File: config.mk
export PLATFORM = sky130hd
export DESIGN_NAME = qk_score_sequencer
export DESIGN_NICKNAME = d
export VERILOG_FILES = /design/src/rtl/qk_score_sequencer.sv
export SDC_FILE = /design/constraint.sdc
export NUM_CORES = 1
export LEC_CHECK = 0
export CAP_MARGIN = 10
export CORE_MARGIN = 2
export CORE_UTILIZATION = 54
export DETAILED_ROUTE_END_ITERATION = 10
export DONT_BUFFER_PORTS = 1
export PLACE_DENSITY = 0.69
export SKIP_LAST_GASP = 1
export SLEW_MARGIN = 20
export SYNTH_ARGS = -nofsm -noshare
export SYNTH_HDL_FRONTEND = slang
export SYNTH_SLANG_ARGS = --single-unit
File: constraint.sdc
create_clock -name clk -period 2.1 [get_ports clk]
set_input_delay 0.42 -clock clk [delete_from_list [all_inputs] [get_ports clk]]
set_output_delay 0.42 -clock clk [all_outputs]
set_load 0.005 [all_outputs]
File: src/rtl/qk_score_sequencer.sv
// Sequences one attention row: streams keys from the K tile buffer into dot_product
// against a held Q vector and forwards tagged scores to softmax. Optional QK_ROW_MAX_EN adds a row max.
module qk_score_sequencer #(
  parameter int TILE_K   = 16,
  parameter int IDX_W    = $clog2(TILE_K),
  parameter int SCORE_QT = 16
) (
  input  logic                       clk,
  input  logic                       rst,
  input  logic                       start_in,
  input  logic [IDX_W:0]             num_keys_in,
  output logic                       busy_out,
  output logic                       done_out,
  input  logic                       q_vld_in,
  output logic                       q_rdy_out,
  output logic                       kbuf_rd_en_out,
  output logic [IDX_W-1:0]           kbuf_rd_addr_out,
  output logic                       dp_Q_vld_out,
  output logic                       dp_K_vld_out,
  input  logic                       dp_Q_rdy_in,
  input  logic                       dp_K_rdy_in,
  input  logic                       dp_vld_in,
  output logic                       dp_rdy_out,
  input  logic [SCORE_QT-1:0]        dp_s_in,
  output logic                       score_vld_out,
  input  logic                       score_rdy_in,
  output logic [SCORE_QT-1:0]        score_out,
  output logic [IDX_W-1:0]           score_idx_out,
  output logic                       score_last_out,
`ifdef QK_ROW_MAX_EN
  output logic signed [SCORE_QT-1:0] row_max_out,
  output logic                       row_max_vld_out,
`endif
  output logic [2:0]                 dbg_state_out
);

  typedef enum logic [2:0] {
    S_IDLE  = 3'd0,
    S_LOAD  = 3'd1,
    S_RUN   = 3'd2,
    S_DRAIN = 3'd3,
    S_DONE  = 3'd4
  } state_e;

  localparam logic [IDX_W:0] TILE_K_C = (IDX_W+1)'(TILE_K);

  state_e         state_q, state_d;
  logic [IDX_W:0] n_q, n_d;
  logic [IDX_W:0] issue_q, issue_d;
  logic [IDX_W:0] ret_q, ret_d;
  logic           pend_q, pend_d;
  logic           busy, pair_hs, rd_en, score_acc;

  // Every valid/ready pair transfers on a clock edge where both are high; a valid,
  // once raised, holds its payload until that edge.
  always_comb begin
    state_d   = state_q;
    n_d       = n_q;
    busy      = (state_q != S_IDLE);
    pair_hs   = pend_q & dp_Q_rdy_in & dp_K_rdy_in;
    rd_en     = (state_q == S_RUN) && (issue_q < n_q) && (!pend_q || pair_hs);
    score_acc = dp_vld_in & busy & score_rdy_in;
    issue_d   = rd_en ? issue_q + 1'b1 : issue_q;
    ret_d     = score_acc ? ret_q + 1'b1 : ret_q;
    pend_d    = rd_en | (pend_q & ~pair_hs);

    unique case (state_q)
      S_IDLE: begin
        if (start_in) begin
          n_d     = (num_keys_in > TILE_K_C) ? TILE_K_C : num_keys_in;
          issue_d = '0;
          ret_d   = '0;
          pend_d  = 1'b0;
          state_d = S_LOAD;
        end
      end
      S_LOAD:  if (q_vld_in) state_d = (n_q == '0) ? S_DONE : S_RUN;
      S_RUN:   if (pair_hs && (issue_q == n_q)) state_d = S_DRAIN;
      S_DRAIN: if (ret_q == n_q) state_d = S_DONE;
      S_DONE:  state_d = S_IDLE;
      default: state_d = S_IDLE;
    endcase
  end

  always_ff @(posedge clk or negedge rst) begin
    if (!rst) begin
      state_q <= S_IDLE;
      n_q     <= '0;
      issue_q <= '0;
      ret_q   <= '0;
      pend_q  <= 1'b0;
    end else begin
      state_q <= state_d;
      n_q     <= n_d;
      issue_q <= issue_d;
      ret_q   <= ret_d;
      pend_q  <= pend_d;
    end
  end

  assign busy_out         = busy;
  assign done_out         = (state_q == S_DONE);
  assign q_rdy_out        = (state_q == S_DONE);
  assign kbuf_rd_en_out   = rd_en;
  assign kbuf_rd_addr_out = issue_q[IDX_W-1:0];
  assign dp_Q_vld_out     = pend_q;
  assign dp_K_vld_out     = pend_q;
  assign dp_rdy_out       = score_rdy_in;
  assign score_vld_out    = dp_vld_in & busy;
  assign score_out        = dp_s_in;
  assign score_idx_out    = ret_q[IDX_W-1:0];
  assign score_last_out   = (ret_q == (n_q - 1'b1));
  assign dbg_state_out    = state_q;

`ifdef QK_ROW_MAX_EN
  localparam logic signed [SCORE_QT-1:0] MOST_NEG = {1'b1, {(SCORE_QT-1){1'b0}}};

  logic signed [SCORE_QT-1:0] max_q, max_d;

  always_comb begin
    max_d = max_q;
    if ((state_q == S_IDLE) && start_in) begin
      max_d = MOST_NEG;
    end else if (score_acc && ($signed(dp_s_in) > max_q)) begin
      max_d = $signed(dp_s_in);
    end
  end

  always_ff @(posedge clk or negedge rst) begin
    if (!rst) max_q <= '0;
    else      max_q <= max_d;
  end

  assign row_max_out     = max_q;
  assign row_max_vld_out = (state_q == S_DONE);
`endif

endmodule

==> run metrics <==
synth warn=0; n_diodes=0; GRT Total Usage=0.200; flops & latches, synth=19; Reg clk slew, reported paths=0.11 ns; core area=2690 µm²; Hold Crit Class=input port to flop; synth-to-layout area growth=-1.75%; Max Root-Sink Buffers=2; critical path type=flop to output port; CTS buffer count=3; Final Skew=0.00191 ns; synthesized cell area=1500 µm²; Relative slew margins=0.422; vias in the first global route=1003; global route overflow=0; drt total wl=3.16 mm; Slowest Stage Delay on Critical Path=0.41 ns; highest-count cells in the layout ignoring fill and taps=dfrtp_1 (17), buf_4 (11), nand2_1 (10); detailed-route DRC error count=0; total power=2.15 mW; CTS Sinks=19; clock latency on the worst-skew pair=0.31 ns; Die Area=3210 µm²; chip height=56.7 µm; DP HPWL=2.22 mm; post-layout min period=2.24 ns; TritonCTS clock tree=yes; failing checks=negative setup slack; slowest CP cell=dfrtp_1; Arr. time, crit path=1.82 ns; Die W=56.7 µm; largest fanout on the critical path=4; setup slack after layout=-0.138 ns; LEAKAGE=0.615 nW; DR pass1 iterations=4; Gate Count Post-Synth=164; CP required=1.68 ns; Achievable Freq=447 MHz; post-synthesis sequential area ratio=0.317; layout cell share with drive strength beyond 1=0.218; # setup viols final=2; Via Count=1095; antenna violations before repair=0; initial drt markers=45; I/O pin count=65; Vias/cell=6.15; worst hold slack=0.217 ns; Final Hold Fails=0; RSZ-0062 raised after global routing=true; Max Cap Viol=0; drt wl/cell=17.8 µm; Syn Area/Cell=9.13 µm²; gp weighted congestion=0.797; fin crit share=1.07; status=complete, but fails checks; first-pass GRT wire length=4.89 mm; Worst setup EP type=output port; CTS root buf=clkbuf_4; Yosys cell types=41; pins over their slew limit=0; initial core utilization=0.558; nets=185; largest net degree at the start of global routing=20; Startpoint Class=flop; Routed Antenna Nets=0; CP Cell Sequence=inv_2 -> ha_4 -> nand2_2 -> mux2_4 -> a211o_1 -> a221oi_2; Port Buffers=0; PwrDens=1460 nW/µm²; leading cell type in the layout, fill and taps excluded=dfrtp_1; Rows=19; H-tree levels=1; peak supply drop=0.000701 V; syn_nets=201; Slew @ Worst Pin=0.864 ns
==> timing repair <==
| action | CTS | global route |
|---|---|---|
| pin swaps | 4 | 5 |
| hold buffers | 1 | 0 |
| setup endpoints to repair | 2 | 4 |
| resized for setup | 7 | 7 |
| setup buffers | 4 | 5 |
| endpoints found under the hold margin | 19 | 0 |
==> worst paths after layout <==
kind                                     start              to  slack (ns)  depth (start not counted)
min in group asynchronous                  rst      issue_q[2]        0.65                          1
worst max-delay path                    n_q[1]  score_last_out       -0.14                          6
max in group asynchronous                  rst          n_q[2]        0.86                          1
worst min-delay path            num_keys_in[4]          n_q[4]        0.22                          2
worst max register to register          n_q[1]      issue_q[4]        0.06                          9
worst min register to register      issue_q[4]      issue_q[4]        0.49                          1
==> where the power goes <==
group	switching [mW]	internal, mW
Clock	0.122	0.0745
Combinational	0.620	0.602
Sequential	0.240	0.495
==> registers in the layout (all words and copies together), names as in the netlist <==
signal	cells
dbg_state_out	3
ret_q	5
n_q	5
dp_K_vld_out	1
issue_q	5
==> metrics by stage <==
stage	setup WS [ns]	TNS, ns	util	std cells	instance area (µm²)
6_report	-0.138	-0.264	0.548	178	1470
5_1_grt	-0.209	-0.391	0.548	178	1470
4_1_cts	-0.150	-0.205	0.524	173	1410
3_5_place_dp	0.0294	0	0.487	164	1310
3_3_place_gp	0.121	0	0.487	164	1310
2_1_floorplan	0.146	0	-	164	1500
==> synth_stat cells <==
library cell	instances	area share
inv_1	6	0.015
clkbuf_1	2	0.0050
nor3_1	3	0.010
and2_1	3	0.013
a31oi_1	2	0.0084
nor4b_1	1	0.0058
nor3b_1	2	0.010
inv_4	1	0.0042
buf_2	2	0.0067
o311a_1	1	0.0067
nand4_1	7	0.029
nand3b_1	4	0.020
a21oi_1	3	0.010
o2111a_1	1	0.0075
a2bb2oi_1	1	0.0058
mux2i_1	4	0.027
nand2b_1	1	0.0042
o21ai_0	8	0.027
mux2_4	1	0.010
ha_1	8	0.067
o31a_1	2	0.012
a221oi_2	1	0.010
nand2_1	11	0.028
a2111oi_2	1	0.010
nor3b_2	1	0.0084
nand3_1	4	0.013
nor2b_1	6	0.025
o31ai_1	2	0.010
buf_6	2	0.015
o21bai_1	1	0.0050
xor2_1	2	0.012
a211o_1	1	0.0058
xnor2_1	7	0.041
o211a_1	1	0.0067
nor2_1	8	0.020
buf_4	28	0.14
o21a_1	1	0.0050
dfrtp_1	19	0.32
nor4_1	3	0.013
o211ai_1	1	0.0050
nor3_2	1	0.0067
==> layout make-up <==
cell class                 instances  area [µm²]
fill                             243        1210
clock buffer                       4        26.3
sequential                        19         478
timing repair buffer              13         104
inverter                           7        28.8
tap                               31        38.8
multi-input combinational        104         796
==> worst max-delay path: cells and delay by family (launching register included) <==
family	cells	cell delay, ns
AND/OR/NAND/NOR	1	0.05
flip-flops	1	0.41
AO/OA/AOI/OAI	2	0.55
multiplexers	1	0.25
buffers and inverters	1	0.09
adder cells (fa/ha/maj)	1	0.15
==> cell families after synthesis <==
| group | share of synthesized area |
|---|---|
| AOI/OAI and AO/OA | 0.135 |
| xor gates and xnor gates | 0.0526 |
| adders and majority gates | 0.0668 |
| buffers and inverters | 0.186 |
| DFF | 0.317 |
| muxes | 0.0368 |
| and+or+nand+nor | 0.206 |
==> layer usage <==
layer | routed length (µm) | up-vias | track usage
li1 | - | 520 | -
met1 | 1360 | 527 | 0.242
met2 | 1500 | 38 | 0.322
met3 | 225 | 10 | 0.0553
met4 | 78 | 0 | 0.105
met5 | 0 | - | 0
Power figures use the tool's default switching activity.
